`src/rtl/video_timing_gen_prog_if.sv`:
```
// rtl/video_timing_gen_prog_if.sv - runtime timing configuration bus for video_timing_gen_prog
interface video_timing_gen_prog_if #(
    parameter int H_W = 12,
    parameter int V_W = 11
);
    logic [H_W-1:0] cfg_h_active_in;
    logic [H_W-1:0] cfg_h_fp_in;
    logic [H_W-1:0] cfg_h_sync_in;
    logic [H_W-1:0] cfg_h_bp_in;
    logic [V_W-1:0] cfg_v_active_in;
    logic [V_W-1:0] cfg_v_fp_in;
    logic [V_W-1:0] cfg_v_sync_in;
    logic [V_W-1:0] cfg_v_bp_in;
    logic           cfg_valid_in;
    logic           cfg_ready_out;
    logic           cfg_err_out;

    modport master (
        output cfg_h_active_in, cfg_h_fp_in, cfg_h_sync_in, cfg_h_bp_in,
        output cfg_v_active_in, cfg_v_fp_in, cfg_v_sync_in, cfg_v_bp_in,
        output cfg_valid_in,
        input  cfg_ready_out, cfg_err_out
    );

    modport slave (
        input  cfg_h_active_in, cfg_h_fp_in, cfg_h_sync_in, cfg_h_bp_in,
        input  cfg_v_active_in, cfg_v_fp_in, cfg_v_sync_in, cfg_v_bp_in,
        input  cfg_valid_in,
        output cfg_ready_out, cfg_err_out
    );
endinterface

```
`src/rtl/video_timing_gen_prog.sv`:
```
// rtl/video_timing_gen_prog.sv - programmable video timing generator with frame-boundary reconfig and genlock
module video_timing_gen_prog #(
    parameter int H_W          = 12,
    parameter int V_W          = 11,
    parameter int DEF_H_ACTIVE = 1280,
    parameter int DEF_H_FP     = 110,
    parameter int DEF_H_SYNC   = 40,
    parameter int DEF_H_BP     = 220,
    parameter int DEF_V_ACTIVE = 720,
    parameter int DEF_V_FP     = 5,
    parameter int DEF_V_SYNC   = 5,
    parameter int DEF_V_BP     = 20,
    parameter bit HS_POL       = 1'b1,
    parameter bit VS_POL       = 1'b1,
    parameter int FPS          = 60,
    localparam int FC_W        = (FPS > 1) ? $clog2(FPS) : 1
) (
    input  logic                     pixel_clk_in,
    input  logic                     rst_in,
    video_timing_gen_prog_if.slave   cfg,
    input  logic                     genlock_en_in,
    input  logic                     genlock_in,
    output logic [H_W-1:0]           hcount_out,
    output logic [V_W-1:0]           vcount_out,
    output logic                     hs_out,
    output logic                     vs_out,
    output logic                     ad_out,
    output logic                     nf_out,
    output logic [FC_W-1:0]          fc_out,
    output logic                     lock_out
);

    // Sums are carried two bits wider so a total of exactly 2^W is representable.
    localparam int HX_W = H_W + 2;
    localparam int VX_W = V_W + 2;

    localparam logic [HX_W-1:0] H_LIMIT = HX_W'(1) << H_W;
    localparam logic [VX_W-1:0] V_LIMIT = VX_W'(1) << V_W;

    typedef struct packed {
        logic [H_W-1:0] h_active;
        logic [H_W-1:0] h_fp;
        logic [H_W-1:0] h_sync;
        logic [H_W-1:0] h_bp;
        logic [V_W-1:0] v_active;
        logic [V_W-1:0] v_fp;
        logic [V_W-1:0] v_sync;
        logic [V_W-1:0] v_bp;
    } timing_t;

    localparam timing_t DEF_TIMING = '{
        h_active: H_W'(DEF_H_ACTIVE),
        h_fp:     H_W'(DEF_H_FP),
        h_sync:   H_W'(DEF_H_SYNC),
        h_bp:     H_W'(DEF_H_BP),
        v_active: V_W'(DEF_V_ACTIVE),
        v_fp:     V_W'(DEF_V_FP),
        v_sync:   V_W'(DEF_V_SYNC),
        v_bp:     V_W'(DEF_V_BP)
    };

    function automatic logic [HX_W-1:0] h_total(input timing_t t);
        return HX_W'(t.h_active) + HX_W'(t.h_fp) + HX_W'(t.h_sync) + HX_W'(t.h_bp);
    endfunction

    function automatic logic [VX_W-1:0] v_total(input timing_t t);
        return VX_W'(t.v_active) + VX_W'(t.v_fp) + VX_W'(t.v_sync) + VX_W'(t.v_bp);
    endfunction

    function automatic logic is_legal(input timing_t t);
        return (t.h_active != '0) && (t.h_fp != '0) && (t.h_sync != '0) && (t.h_bp != '0) &&
               (t.v_active != '0) && (t.v_fp != '0) && (t.v_sync != '0) && (t.v_bp != '0) &&
               (h_total(t) <= H_LIMIT) && (v_total(t) <= V_LIMIT);
    endfunction

    timing_t         live_q;
    timing_t         pend_q;
    timing_t         live_d;
    timing_t         cfg_req;
    logic            ready_q;
    logic            err_q;
    logic            accept;
    logic            apply_cfg;
    logic            reject_cfg;

    logic [H_W-1:0]  hcount_q;
    logic [V_W-1:0]  vcount_q;
    logic [H_W-1:0]  hcount_d;
    logic [V_W-1:0]  vcount_d;
    logic [FC_W-1:0] fc_q;
    logic [FC_W-1:0] fc_d;

    logic [HX_W-1:0] htot_q;
    logic [VX_W-1:0] vtot_q;
    logic            h_last;
    logic            v_last;
    logic            at_end;
    logic            gl_pulse;
    logic            wrap;

    logic            hs_d;
    logic            vs_d;
    logic            ad_d;
    logic            nf_d;

    assign cfg_req.h_active = cfg.cfg_h_active_in;
    assign cfg_req.h_fp     = cfg.cfg_h_fp_in;
    assign cfg_req.h_sync   = cfg.cfg_h_sync_in;
    assign cfg_req.h_bp     = cfg.cfg_h_bp_in;
    assign cfg_req.v_active = cfg.cfg_v_active_in;
    assign cfg_req.v_fp     = cfg.cfg_v_fp_in;
    assign cfg_req.v_sync   = cfg.cfg_v_sync_in;
    assign cfg_req.v_bp     = cfg.cfg_v_bp_in;

    assign cfg.cfg_ready_out = ready_q;
    assign cfg.cfg_err_out   = err_q;
    assign hcount_out        = hcount_q;
    assign vcount_out        = vcount_q;
    assign fc_out            = fc_q;

    assign htot_q = h_total(live_q);
    assign vtot_q = v_total(live_q);

    // Frame-boundary decision: natural end of raster or an external genlock pulse,
    // and whether a pending config is committed or rejected on that boundary.
    always_comb begin
        h_last     = (HX_W'(hcount_q) == (htot_q - HX_W'(1)));
        v_last     = (VX_W'(vcount_q) == (vtot_q - VX_W'(1)));
        at_end     = h_last && v_last;
        gl_pulse   = genlock_en_in && genlock_in;
        wrap       = at_end || gl_pulse;
        accept     = cfg.cfg_valid_in && ready_q;
        apply_cfg  = wrap && !ready_q && is_legal(pend_q);
        reject_cfg = wrap && !ready_q && !is_legal(pend_q);
        live_d     = apply_cfg ? pend_q : live_q;
    end

    // Next raster position and frame count; any wrap lands on (0,0).
    always_comb begin
        hcount_d = hcount_q + H_W'(1);
        vcount_d = vcount_q;
        fc_d     = fc_q;
        if (wrap) begin
            hcount_d = '0;
            vcount_d = '0;
            fc_d     = (fc_q == FC_W'(FPS - 1)) ? '0 : fc_q + FC_W'(1);
        end else if (h_last) begin
            hcount_d = '0;
            vcount_d = vcount_q + V_W'(1);
        end
    end

    // Flags are derived from the next position and the geometry that will be live
    // there, so they register alongside the counters with zero latency.
    always_comb begin
        logic [HX_W-1:0] h_ext;
        logic [VX_W-1:0] v_ext;
        logic [HX_W-1:0] hs_start;
        logic [VX_W-1:0] vs_start;
        h_ext    = HX_W'(hcount_d);
        v_ext    = VX_W'(vcount_d);
        hs_start = HX_W'(live_d.h_active) + HX_W'(live_d.h_fp);
        vs_start = VX_W'(live_d.v_active) + VX_W'(live_d.v_fp);
        hs_d     = ((h_ext >= hs_start) && (h_ext < hs_start + HX_W'(live_d.h_sync))) ? HS_POL : ~HS_POL;
        vs_d     = ((v_ext >= vs_start) && (v_ext < vs_start + VX_W'(live_d.v_sync))) ? VS_POL : ~VS_POL;
        ad_d     = (h_ext < HX_W'(live_d.h_active)) && (v_ext < VX_W'(live_d.v_active));
        nf_d     = (hcount_d == live_d.h_active) && (vcount_d == live_d.v_active);
    end

    // Live/pending timing registers and the config handshake.
    always_ff @(posedge pixel_clk_in) begin
        if (rst_in) begin
            live_q  <= DEF_TIMING;
            pend_q  <= DEF_TIMING;
            ready_q <= 1'b1;
            err_q   <= 1'b0;
        end else begin
            live_q <= live_d;
            err_q  <= reject_cfg;
            if (wrap && !ready_q) begin
                ready_q <= 1'b1;
            end else if (accept) begin
                pend_q  <= cfg_req;
                ready_q <= 1'b0;
            end
        end
    end

    // Raster counters and frame counter.
    always_ff @(posedge pixel_clk_in) begin
        if (rst_in) begin
            hcount_q <= '0;
            vcount_q <= '0;
            fc_q     <= '0;
        end else begin
            hcount_q <= hcount_d;
            vcount_q <= vcount_d;
            fc_q     <= fc_d;
        end
    end

    // Registered sync/active/new-frame flags.
    always_ff @(posedge pixel_clk_in) begin
        if (rst_in) begin
            hs_out <= ~HS_POL;
            vs_out <= ~VS_POL;
            ad_out <= 1'b0;
            nf_out <= 1'b0;
        end else begin
            hs_out <= hs_d;
            vs_out <= vs_d;
            ad_out <= ad_d;
            nf_out <= nf_d;
        end
    end

    // Genlock phase indicator: set when the external pulse coincides with our own
    // frame end, cleared when it forces a wrap or genlock is disabled.
    always_ff @(posedge pixel_clk_in) begin
        if (rst_in) begin
            lock_out <= 1'b0;
        end else if (!genlock_en_in) begin
            lock_out <= 1'b0;
        end else if (genlock_in) begin
            lock_out <= at_end;
        end
    end

endmodule

```
`src/flat_wrapper.sv`:
```
// flat-port wrapper written by rule: the top's interface ports become plain ports
module video_timing_gen_prog_flat 
#(
    parameter int H_W          = 12,
    parameter int V_W          = 11,
    parameter int DEF_H_ACTIVE = 1280,
    parameter int DEF_H_FP     = 110,
    parameter int DEF_H_SYNC   = 40,
    parameter int DEF_H_BP     = 220,
    parameter int DEF_V_ACTIVE = 720,
    parameter int DEF_V_FP     = 5,
    parameter int DEF_V_SYNC   = 5,
    parameter int DEF_V_BP     = 20,
    parameter bit HS_POL       = 1'b1,
    parameter bit VS_POL       = 1'b1,
    parameter int FPS          = 60,
    localparam int FC_W        = (FPS > 1) ? $clog2(FPS) : 1
)
  (pixel_clk_in, rst_in, genlock_en_in, genlock_in, hcount_out, vcount_out, hs_out, vs_out, ad_out, nf_out, fc_out, lock_out, cfg_cfg_h_active_in, cfg_cfg_h_fp_in, cfg_cfg_h_sync_in, cfg_cfg_h_bp_in, cfg_cfg_v_active_in, cfg_cfg_v_fp_in, cfg_cfg_v_sync_in, cfg_cfg_v_bp_in, cfg_cfg_valid_in, cfg_cfg_ready_out, cfg_cfg_err_out);
  video_timing_gen_prog_if #(.H_W(H_W), .V_W(V_W)) cfg_i ();
  input  logic pixel_clk_in;
  input  logic rst_in;
  input  logic genlock_en_in;
  input  logic genlock_in;
  output logic [H_W-1:0] hcount_out;
  output logic [V_W-1:0] vcount_out;
  output logic hs_out;
  output logic vs_out;
  output logic ad_out;
  output logic nf_out;
  output logic [FC_W-1:0] fc_out;
  output logic lock_out;
  input wire logic [$bits(cfg_i.cfg_h_active_in)-1:0] cfg_cfg_h_active_in;
  input wire logic [$bits(cfg_i.cfg_h_fp_in)-1:0] cfg_cfg_h_fp_in;
  input wire logic [$bits(cfg_i.cfg_h_sync_in)-1:0] cfg_cfg_h_sync_in;
  input wire logic [$bits(cfg_i.cfg_h_bp_in)-1:0] cfg_cfg_h_bp_in;
  input wire logic [$bits(cfg_i.cfg_v_active_in)-1:0] cfg_cfg_v_active_in;
  input wire logic [$bits(cfg_i.cfg_v_fp_in)-1:0] cfg_cfg_v_fp_in;
  input wire logic [$bits(cfg_i.cfg_v_sync_in)-1:0] cfg_cfg_v_sync_in;
  input wire logic [$bits(cfg_i.cfg_v_bp_in)-1:0] cfg_cfg_v_bp_in;
  input wire logic [$bits(cfg_i.cfg_valid_in)-1:0] cfg_cfg_valid_in;
  output wire logic [$bits(cfg_i.cfg_ready_out)-1:0] cfg_cfg_ready_out;
  output wire logic [$bits(cfg_i.cfg_err_out)-1:0] cfg_cfg_err_out;
  assign cfg_i.cfg_h_active_in = cfg_cfg_h_active_in;
  assign cfg_i.cfg_h_fp_in = cfg_cfg_h_fp_in;
  assign cfg_i.cfg_h_sync_in = cfg_cfg_h_sync_in;
  assign cfg_i.cfg_h_bp_in = cfg_cfg_h_bp_in;
  assign cfg_i.cfg_v_active_in = cfg_cfg_v_active_in;
  assign cfg_i.cfg_v_fp_in = cfg_cfg_v_fp_in;
  assign cfg_i.cfg_v_sync_in = cfg_cfg_v_sync_in;
  assign cfg_i.cfg_v_bp_in = cfg_cfg_v_bp_in;
  assign cfg_i.cfg_valid_in = cfg_cfg_valid_in;
  assign cfg_cfg_ready_out = cfg_i.cfg_ready_out;
  assign cfg_cfg_err_out = cfg_i.cfg_err_out;
  video_timing_gen_prog #(.H_W(H_W), .V_W(V_W), .DEF_H_ACTIVE(DEF_H_ACTIVE), .DEF_H_FP(DEF_H_FP), .DEF_H_SYNC(DEF_H_SYNC), .DEF_H_BP(DEF_H_BP), .DEF_V_ACTIVE(DEF_V_ACTIVE), .DEF_V_FP(DEF_V_FP), .DEF_V_SYNC(DEF_V_SYNC), .DEF_V_BP(DEF_V_BP), .HS_POL(HS_POL), .VS_POL(VS_POL), .FPS(FPS)) u_core (.pixel_clk_in(pixel_clk_in), .rst_in(rst_in), .cfg(cfg_i), .genlock_en_in(genlock_en_in), .genlock_in(genlock_in), .hcount_out(hcount_out), .vcount_out(vcount_out), .hs_out(hs_out), .vs_out(vs_out), .ad_out(ad_out), .nf_out(nf_out), .fc_out(fc_out), .lock_out(lock_out));
endmodule
```
`config.mk`:
```
export PLATFORM = sky130hd
export DESIGN_NAME = video_timing_gen_prog_flat
export DESIGN_NICKNAME = d
export VERILOG_FILES = /design/src/rtl/video_timing_gen_prog_if.sv /design/src/rtl/video_timing_gen_prog.sv /design/src/flat_wrapper.sv
export SDC_FILE = /design/constraint.sdc
export NUM_CORES = 1
export LEC_CHECK = 0
export CAP_MARGIN = 20
export CORE_AREA = 8 8 206 208
export DETAILED_ROUTE_END_ITERATION = 8
export DIE_AREA = 0 0 214 216
export GPL_TIMING_DRIVEN = 0
export PLACE_DENSITY = 0.68
export SLEW_MARGIN = 0
export SYNTH_ARGS = -nofsm -noshare
export SYNTH_HDL_FRONTEND = slang
export SYNTH_SLANG_ARGS = --single-unit
```
`constraint.sdc`:
```
create_clock -name pixel_clk_in -period 12.9 [get_ports pixel_clk_in]
set_input_delay 1.935 -clock pixel_clk_in [delete_from_list [all_inputs] [get_ports pixel_clk_in]]
set_output_delay 1.935 -clock pixel_clk_in [all_outputs]
set_load 0.1 [all_outputs]
```
==> key figures, run 1 <==
Critical path
  • Crit path launch type: register
  • Critical path arrival: 12.03 ns
  • CP most frequent cell: ha_1
  • Required time of the critical path: between 10 and 15 ns
  • Critical path's largest stage delay: about 0.56 ns
  • Setup CP Type: register to register
  • Flop2flop setup slack: approximately 1.3 ns
  • CP endpoint kind: register
  • Max FO, Critical Path: 10
  • Critical path's slowest cell: nor4_2

Timing
  • Setup TNS: 0 ns
  • Slew HR: 31.6%
  • Period Utilization, post-route: around 90%
  • Final setup fails: 0
  • Fmax: ~86 MHz
  • Final worst slack: 1.33 ns
  • Final min period: between 10 and 15 ns
  • RSZ-0062 raised after global routing: false
  • Pins Over Slew Limit: 0
  • Final Hold Viols: 0
  • Worst-Margin Slew: approximately 1.0 ns
  • Layout Skew: just over 0.009 ns

Synth
  • Area of the mapped netlist: a little under 20000 sq um
  • Post-Synthesis Cells: roughly 2300
  • Sequential area share after synthesis: a little under a quarter
  • Post-synthesis mux area share: about a tenth
  • Seq cells post-synth: 220
  • Synth Area in Adders: between 20% and 30%
  • Post-synthesis compound-gate area fraction: about an eighth
  • Count of cell types in the netlist: 81
  • Asr flop ratio synth: 0%
  • Largest cells by area after synthesis: dfxtp_1 23%, ha_1 15%, mux2i_1 6.4%
  • Count leader, synth: ha_1
  • Synth area leader: dfxtp_1
  • Simple-Gate Fraction of Synth Area: approximately a fifth
  • Total number of yosys warnings: 0
  • Share of the synthesized area in the top cell type: a little under a quarter
  • EDFF count, synth: 0
  • Syn_nets: 2691
  • Synth Flop Type: dfxtp_1
  • Avg Cell Area, Syn: ~8.4 sq um
  • Main combinational cell family by area after synthesis: adder cells
  • Post-synthesis xor/xnor area fraction: 5.99%
  • Synth top cells by count: 239 x ha_1, 236 x inv_1, 221 x nand2_1, 220 x dfxtp_1, 160 x nand2b_1

Final layout
  • Share of layout cells above drive strength 1: around 4.5%
  • Area grow syn2layout: 15.0%
  • Layout fillers: between 3000 and 4000
  • Post-layout nets: 2851

Clock network
  • Number of CTS-inserted buffers: 26
  • Clock H-tree levels: 1
  • Post-CTS Repair Setup Buffers: 0
  • Clk slew on worst S/H paths: ~0.06 ns
  • TritonCTS clock tree: done
  • Clk buf depth: 3
  • Root buffer selected by CTS: clkbuf_16
  • Clock sink count: 220
  • Post-CTS resize count: 0
  • Hold buffers post-CTS: 0
  • Clock latency at the later pin of the worst-skew pair: 0.55 ns

Floorplan
  • # IOs: ~130
  • Die area: approximately 46000 sq um
  • Die height: ~220 um
  • Die Width: approximately 210 um
  • Core area: just under 40000 sq um
  • Starting density of the core: between 40% and 50%
  • Std-Cell Rows: 73

Hold path
  • Hold Crit Class: register to register

GRT
  • Initial antenna violation count: 1
  • First-pass GRT wire length: 93600 um
  • Largest net degree at the start of global routing: 13
  • GRT Residual Overflow: 0
  • Total track usage: 25.3%
  • Vias in the first global route: about 17000

Power
  • Net Sw Frac: about a third
  • Leak Pwr: 9.74 nW
  • Power Dens Cells: 99.9 nW/um^2
  • P_sw: 744 uW
  • Combinational Power Share: 30.1%
  • Internal: 1.47 mW
  • Clock power frac: between 30% and 40%
  • Worst VDD drop: about 0.086 mV
  • Part of the power in registers: 34.0%

Detailed routing
  • Vias: ~17000
  • Via density: approximately 5.6
  • # DRC: 0
  • Antenna Nets Post-Route: 0
  • DRT Wirelength: approximately 60000 um
  • WL/cell: ~20 um
  • Drt initial violations: ~1200
  • Drt first pass iters: 5

Placement
  • Dpl hpwl: approximately 50000 um
  • Gpl congestion: roughly 0.9
  • Input/output buffers: 132
  • Pre-CTS setup slack: 1.58 ns

Run
  • Max cap viols: 0

Run status
  • Status: finished clean
==> power by group through the flow <==
stage | logic (mW) | registers (mW) | clock network (mW)
after floorplan | 0.477 | 0.752 | 0
after global placement | 0.639 | 0.766 | 0
after detailed placement | 0.654 | 0.767 | 0
after CTS | 0.660 | 0.752 | 0.803
after global routing | 0.740 | 0.756 | 0.835
final | 0.666 | 0.755 | 0.796
==> worst paths after layout <==
kind / startpoint / to / cells after the start
worst max-delay path: u_core.live_q[68]$_SDFF_PP0_ / u_core.hs_out$_SDFF_PP0_ / 46
worst max register to register: u_core.live_q[68]$_SDFF_PP0_ / u_core.hs_out$_SDFF_PP0_ / 46
worst min register to register: u_core.lock_out$_SDFFE_PP0P_ / u_core.lock_out$_SDFFE_PP0P_ / 2
worst min-delay path: u_core.lock_out$_SDFFE_PP0P_ / u_core.lock_out$_SDFFE_PP0P_ / 2
==> kinds of logic after synthesis <==
logic type | count (synthesis)
buf+inv | 317
flops | 220
fa+ha+maj | 295
xor+xnor | 132
simple gates | 751
compound gates | 393
mux | 191
==> stage by stage <==
step | area [sq um] | hold WS, ns | total power, mW | utilization (%) | instances
CTS | 22200 | 0.475 | 2.22 | 56.6 | 3003
global route | 22200 | 0.494 | 2.33 | 56.6 | 3003
global placement | 21300 | 0.459 | 1.41 | 54.3 | 2956
detailed placement | 21300 | 0.462 | 1.42 | 54.3 | 2956
floorplan | 19300 | 0.449 | 1.23 | - | 2299
finish | 22200 | 0.478 | 2.22 | 56.6 | 3004
==> worst max-delay path: cells and delay by family (launching register included) <==
kind | cells | cell delay [ns]
muxes | 1 | 0.34
xor gates and xnor gates | 4 | 0.89
DFF | 1 | 0.33
buffers and inverters | 5 | 0.61
AOI/OAI and AO/OA | 20 | 4.85
and+or+nand+nor | 7 | 1.62
adders and majority gates | 9 | 2.78
==> metal layers <==
layer / vias to the layer above / global-route usage (%) / share of wire (%)
met5: - / 0 / 0
li1: 8222 / - / -
met1: 7980 / 34.2 / 46
met3: 100 / 5.45 / 7.3
met2: 496 / 39.9 / 44
met4: 0 / 8.01 / 2.9
==> flip-flops by register name, indices dropped and copies added (netlist names) <==
register,cells
u_core.live_q,92
u_core.pend_q,92
u_core.hcount_out,12
u_core.vcount_out,11
u_core.fc_out,6
u_core.ad_out,1
u_core.cfg.cfg_err_out,1
u_core.cfg.cfg_ready_out,1
u_core.hs_out,1
u_core.lock_out,1
u_core.nf_out,1
u_core.vs_out,1
==> cell type report <==
| class | count | area, sq um | share of cell area (%) |
|---|---|---|---|
| Timing Repair Buffer | 132 | 1320 | 5.95 |
| Buffer | 81 | 420 | 1.89 |
| Sequential cell | 220 | 4400 | 19.8 |
| Clock inverter | 12 | 165 | 0.744 |
| Multi-Input combinational cell | 1762 | 13600 | 61.2 |
| Antenna cell | 1 | 2.50 | 0.0113 |
| Inverter | 236 | 886 | 3.99 |
| Clock buffer | 35 | 746 | 3.36 |
| Tap cell | 525 | 657 | 2.96 |
==> placed cells by master (no fill, tap or decap), types with 7 or more instances in the layout <==
cell,netlist,final
a21oi_1,159,159
o31ai_1,10,10
buf_6,12,12
clkbuf_16,0,27
nand3b_1,24,24
nand3_1,46,46
and3_1,17,17
o21bai_1,17,17
o21a_1,20,20
nand2_1,221,221
inv_1,236,236
nor2b_1,17,17
and2_1,10,10
nand2b_1,160,160
or3_1,7,7
xor2_1,54,54
a211oi_1,11,11
ha_1,239,239
clkdlybuf4s50_1,0,132
dfxtp_1,220,220
o21ai_0,56,56
nand4_1,22,22
xnor2_1,78,78
o2111ai_1,10,10
mux2i_1,123,123
nor3_1,36,36
mux2_1,43,43
clkbuf_1,56,60
nor2_1,136,136
nor4_1,26,26
mux2_2,24,24
fa_1,56,56
or2_2,8,8
a21o_1,38,38
Note: power is estimated with default switching activity, not from simulation.
==> inputs of run 2 (changes only) <==
--- a/config.mk
+++ b/config.mk
@@ -10,7 +10,7 @@
 export DETAILED_ROUTE_END_ITERATION = 8
 export DIE_AREA = 0 0 214 216
 export GPL_TIMING_DRIVEN = 0
-export PLACE_DENSITY = 0.68
+export PLACE_DENSITY = 0.73
 export SLEW_MARGIN = 0
 export SYNTH_ARGS = -nofsm -noshare
 export SYNTH_HDL_FRONTEND = slang
==> constraint.sdc (replaced) <==
create_clock -name pixel_clk_in -period 14.7 [get_ports pixel_clk_in]
set_input_delay 2.205 -clock pixel_clk_in [delete_from_list [all_inputs] [get_ports pixel_clk_in]]
set_output_delay 2.205 -clock pixel_clk_in [all_outputs]
set_load 0.1 [all_outputs]
==> key figures, run 2 (synthesis gave the netlist of run 1 again) <==
Timing
  • Final Hold Viols: 0 (unchanged)
  • Final setup fails: 0 (unchanged)
  • Pins Over Slew Limit: 0 (unchanged)
  • Layout Skew: 0.0102 ns (+0.00105 ns)
  • Setup TNS: 0 ns (unchanged)
  • Period Utilization, post-route: 78.8% (-11 points)
  • Worst-Margin Slew: 0.999 ns (-0.0243 ns)
  • Fmax: 86.3 MHz (about the same)
  • RSZ-0062 raised after global routing: false
  • Final min period: 11.58 ns (+0.0114 ns)
  • Slew HR: 33.2% (+1.6 points)

GRT
  • Total track usage: 25.5% (+0.13 points)
  • First-pass GRT wire length: 95300 um (+1.8%)
  • Vias in the first global route: 17200 (+3.2%)
  • Largest net degree at the start of global routing: 14 (+1)
  • GRT Residual Overflow: 0 (unchanged)
  • Initial antenna violation count: 0 (-1)

Run
  • Max cap viols: 0 (unchanged)

Clock network
  • Root buffer selected by CTS: clkbuf_16
  • Clk slew on worst S/H paths: 0.06 ns (about the same)
  • Clock H-tree levels: 1 (unchanged)
  • Clock latency at the later pin of the worst-skew pair: 0.54 ns (about the same)
  • Post-CTS Repair Setup Buffers: 0 (unchanged)
  • Number of CTS-inserted buffers: 25 (-3.8%)
  • Clk buf depth: 3 (unchanged)
  • Clock sink count: 220 (unchanged)
  • TritonCTS clock tree: done
  • Hold buffers post-CTS: 0 (unchanged)
  • Post-CTS resize count: 0 (unchanged)

Placement
  • Input/output buffers: 132 (unchanged)
  • Dpl cell area: 21300 sq um (unchanged)
  • Dpl hpwl: 49400 um (about the same)
  • Placed Cells incl. Taps: 2956 (unchanged)
  • Gpl congestion: 0.906 (+0.19%)

Detailed routing
  • Drt initial violations: 1203 (-3.5%)
  • # DRC: 0 (unchanged)
  • WL/cell: 20.2 um (-0.50%)
  • Antenna Nets Post-Route: 0 (unchanged)
  • DRT Wirelength: 60600 um (-0.60%)
  • Vias: 17000 (+0.95%)
  • Drt first pass iters: 5 (unchanged)
  • Via density: 5.65 (+1.1%)

Floorplan
  • Die area: 46200 sq um (unchanged)
  • Die Width: 214 um (unchanged)
  • Die height: 216 um (unchanged)
  • Core area: 39200 sq um (unchanged)
  • Starting density of the core: 49.3% (unchanged)
  • Std-Cell Rows: 73 (unchanged)
  • # IOs: 133 (unchanged)

Hold path
  • Hold path cells: 2 (unchanged)
  • Hold Crit Class: register to register

Final layout
  • Area grow syn2layout: 15.0% (about the same)
  • Commonest non-fill, non-tap cell in the layout: ha_1
  • Design area: 22200 sq um (about the same)
  • Final cell count without fillers: 3001 (-0.10%)
  • Most frequent cells in the layout: 239 x ha_1, 236 x inv_1, 221 x nand2_1
  • Post-layout nets: 2850 (-0.035%)
  • Share of layout cells above drive strength 1: 4.48% (-0.035 points)

Power
  • Part of the power in registers: 34.0% (about the same)
  • Worst VDD drop: 0.0786 mV (-8.7%)
  • Combinational Power Share: 29.8% (-0.3 points)
  • Power Dens Cells: 87.9 nW/um^2 (-12%)
  • Clock power frac: 36.2% (+0.3 points)
  • Internal: 1.30 mW (-11%)
  • Leak Pwr: 9.74 nW (about the same)
  • Net Sw Frac: 33.1% (-0.46 points)
  • P_sw: 646 uW (-13%)

Critical path
  • CP most frequent cell: ha_1
  • R2R cell count: 46 (unchanged)
  • Critical path's slowest cell: nor4_2
  • Critical path arrival: 12.04 ns (about the same)
  • Setup CP Type: register to register
  • Required time of the critical path: 15.16 ns (+1.80 ns)
  • CP endpoint kind: register
  • Crit path launch type: register
  • Max FO, Critical Path: 10 (unchanged)
  • Critical path's largest stage delay: 0.63 ns (+0.07 ns)

Run status
  • Status: finished clean
[run 2: cell count changes in the layout (fill, tap and decap cells not counted)]
| cell | delta |
|---|---|
| clkinv_2 | -3 |
| clkinvlp_4 | -1 |
| clkbuf_16 | -2 |
| clkbuf_1 | -2 |
| clkinv_4 | +3 |
| bufinv_16 | +2 |
[run 2: cell type report]
type / count / area [sq um]
antenna: 1 / 2.50
buffer: 81 / 420
clock buffer: 31 / 688
clock inverter: 13 / 229
fill: 3483 / 17000
inverter: 236 / 886
multi-input combinational: 1762 / 13600
sequential: 220 / 4400
tap: 525 / 657
timing repair buffer: 132 / 1320
[run 2: final timing paths]
path	startpoint	to	slack, ns
max	u_core.live_q[68]$_SDFF_PP0_	u_core.hs_out$_SDFF_PP0_	3.12
min	u_core.live_q[49]$_SDFFE_PP0N_	u_core.live_q[49]$_SDFFE_PP0N_	0.47
max reg2reg	u_core.live_q[68]$_SDFF_PP0_	u_core.hs_out$_SDFF_PP0_	3.12
min reg2reg	u_core.live_q[49]$_SDFFE_PP0N_	u_core.live_q[49]$_SDFFE_PP0N_	0.47
[run 2: worst max-delay path: cells and delay by family (launching register included)]
family                     cells  cell delay, ns
and+or+nand+nor                7            1.72
muxes                          1            0.34
xor gates and xnor gates       4            0.92
buffers and inverters          5            0.64
adders and majority gates      9            2.74
AOI/OAI and AO/OA             20            4.77
DFF                            1            0.33
[run 2: metrics by stage]
| step | hold WS (ns) | util (%) | setup WS, ns | total power [mW] |
|---|---|---|---|---|
| 2_1_floorplan | 0.449 | - | 5.27 | 1.08 |
| 3_3_place_gp | 0.460 | 54.3 | 3.63 | 1.23 |
| 3_5_place_dp | 0.465 | 54.3 | 3.39 | 1.24 |
| 4_1_cts | 0.475 | 56.6 | 3.32 | 1.95 |
| 5_1_grt | 0.501 | 56.6 | 2.42 | 2.05 |
| 6_report | 0.474 | 56.6 | 3.12 | 1.95 |
[run 2: power by group through the flow]
| stage | logic [mW] | clock network (mW) | registers (mW) |
|---|---|---|---|
| 5_1_grt | 0.647 | 0.738 | 0.663 |
| 4_1_cts | 0.576 | 0.714 | 0.660 |
| 6_report | 0.581 | 0.706 | 0.662 |
| 2_1_floorplan | 0.419 | 0 | 0.660 |
| 3_3_place_gp | 0.555 | 0 | 0.673 |
| 3_5_place_dp | 0.572 | 0 | 0.673 |
[run 2: per-layer routing]
metal / part of all wire [%] / track usage [%]
met1: 45 / 33.8
met2: 44 / 40.9
met3: 7.1 / 4.32
met4: 3.8 / 9.92
met5: 0 / 0
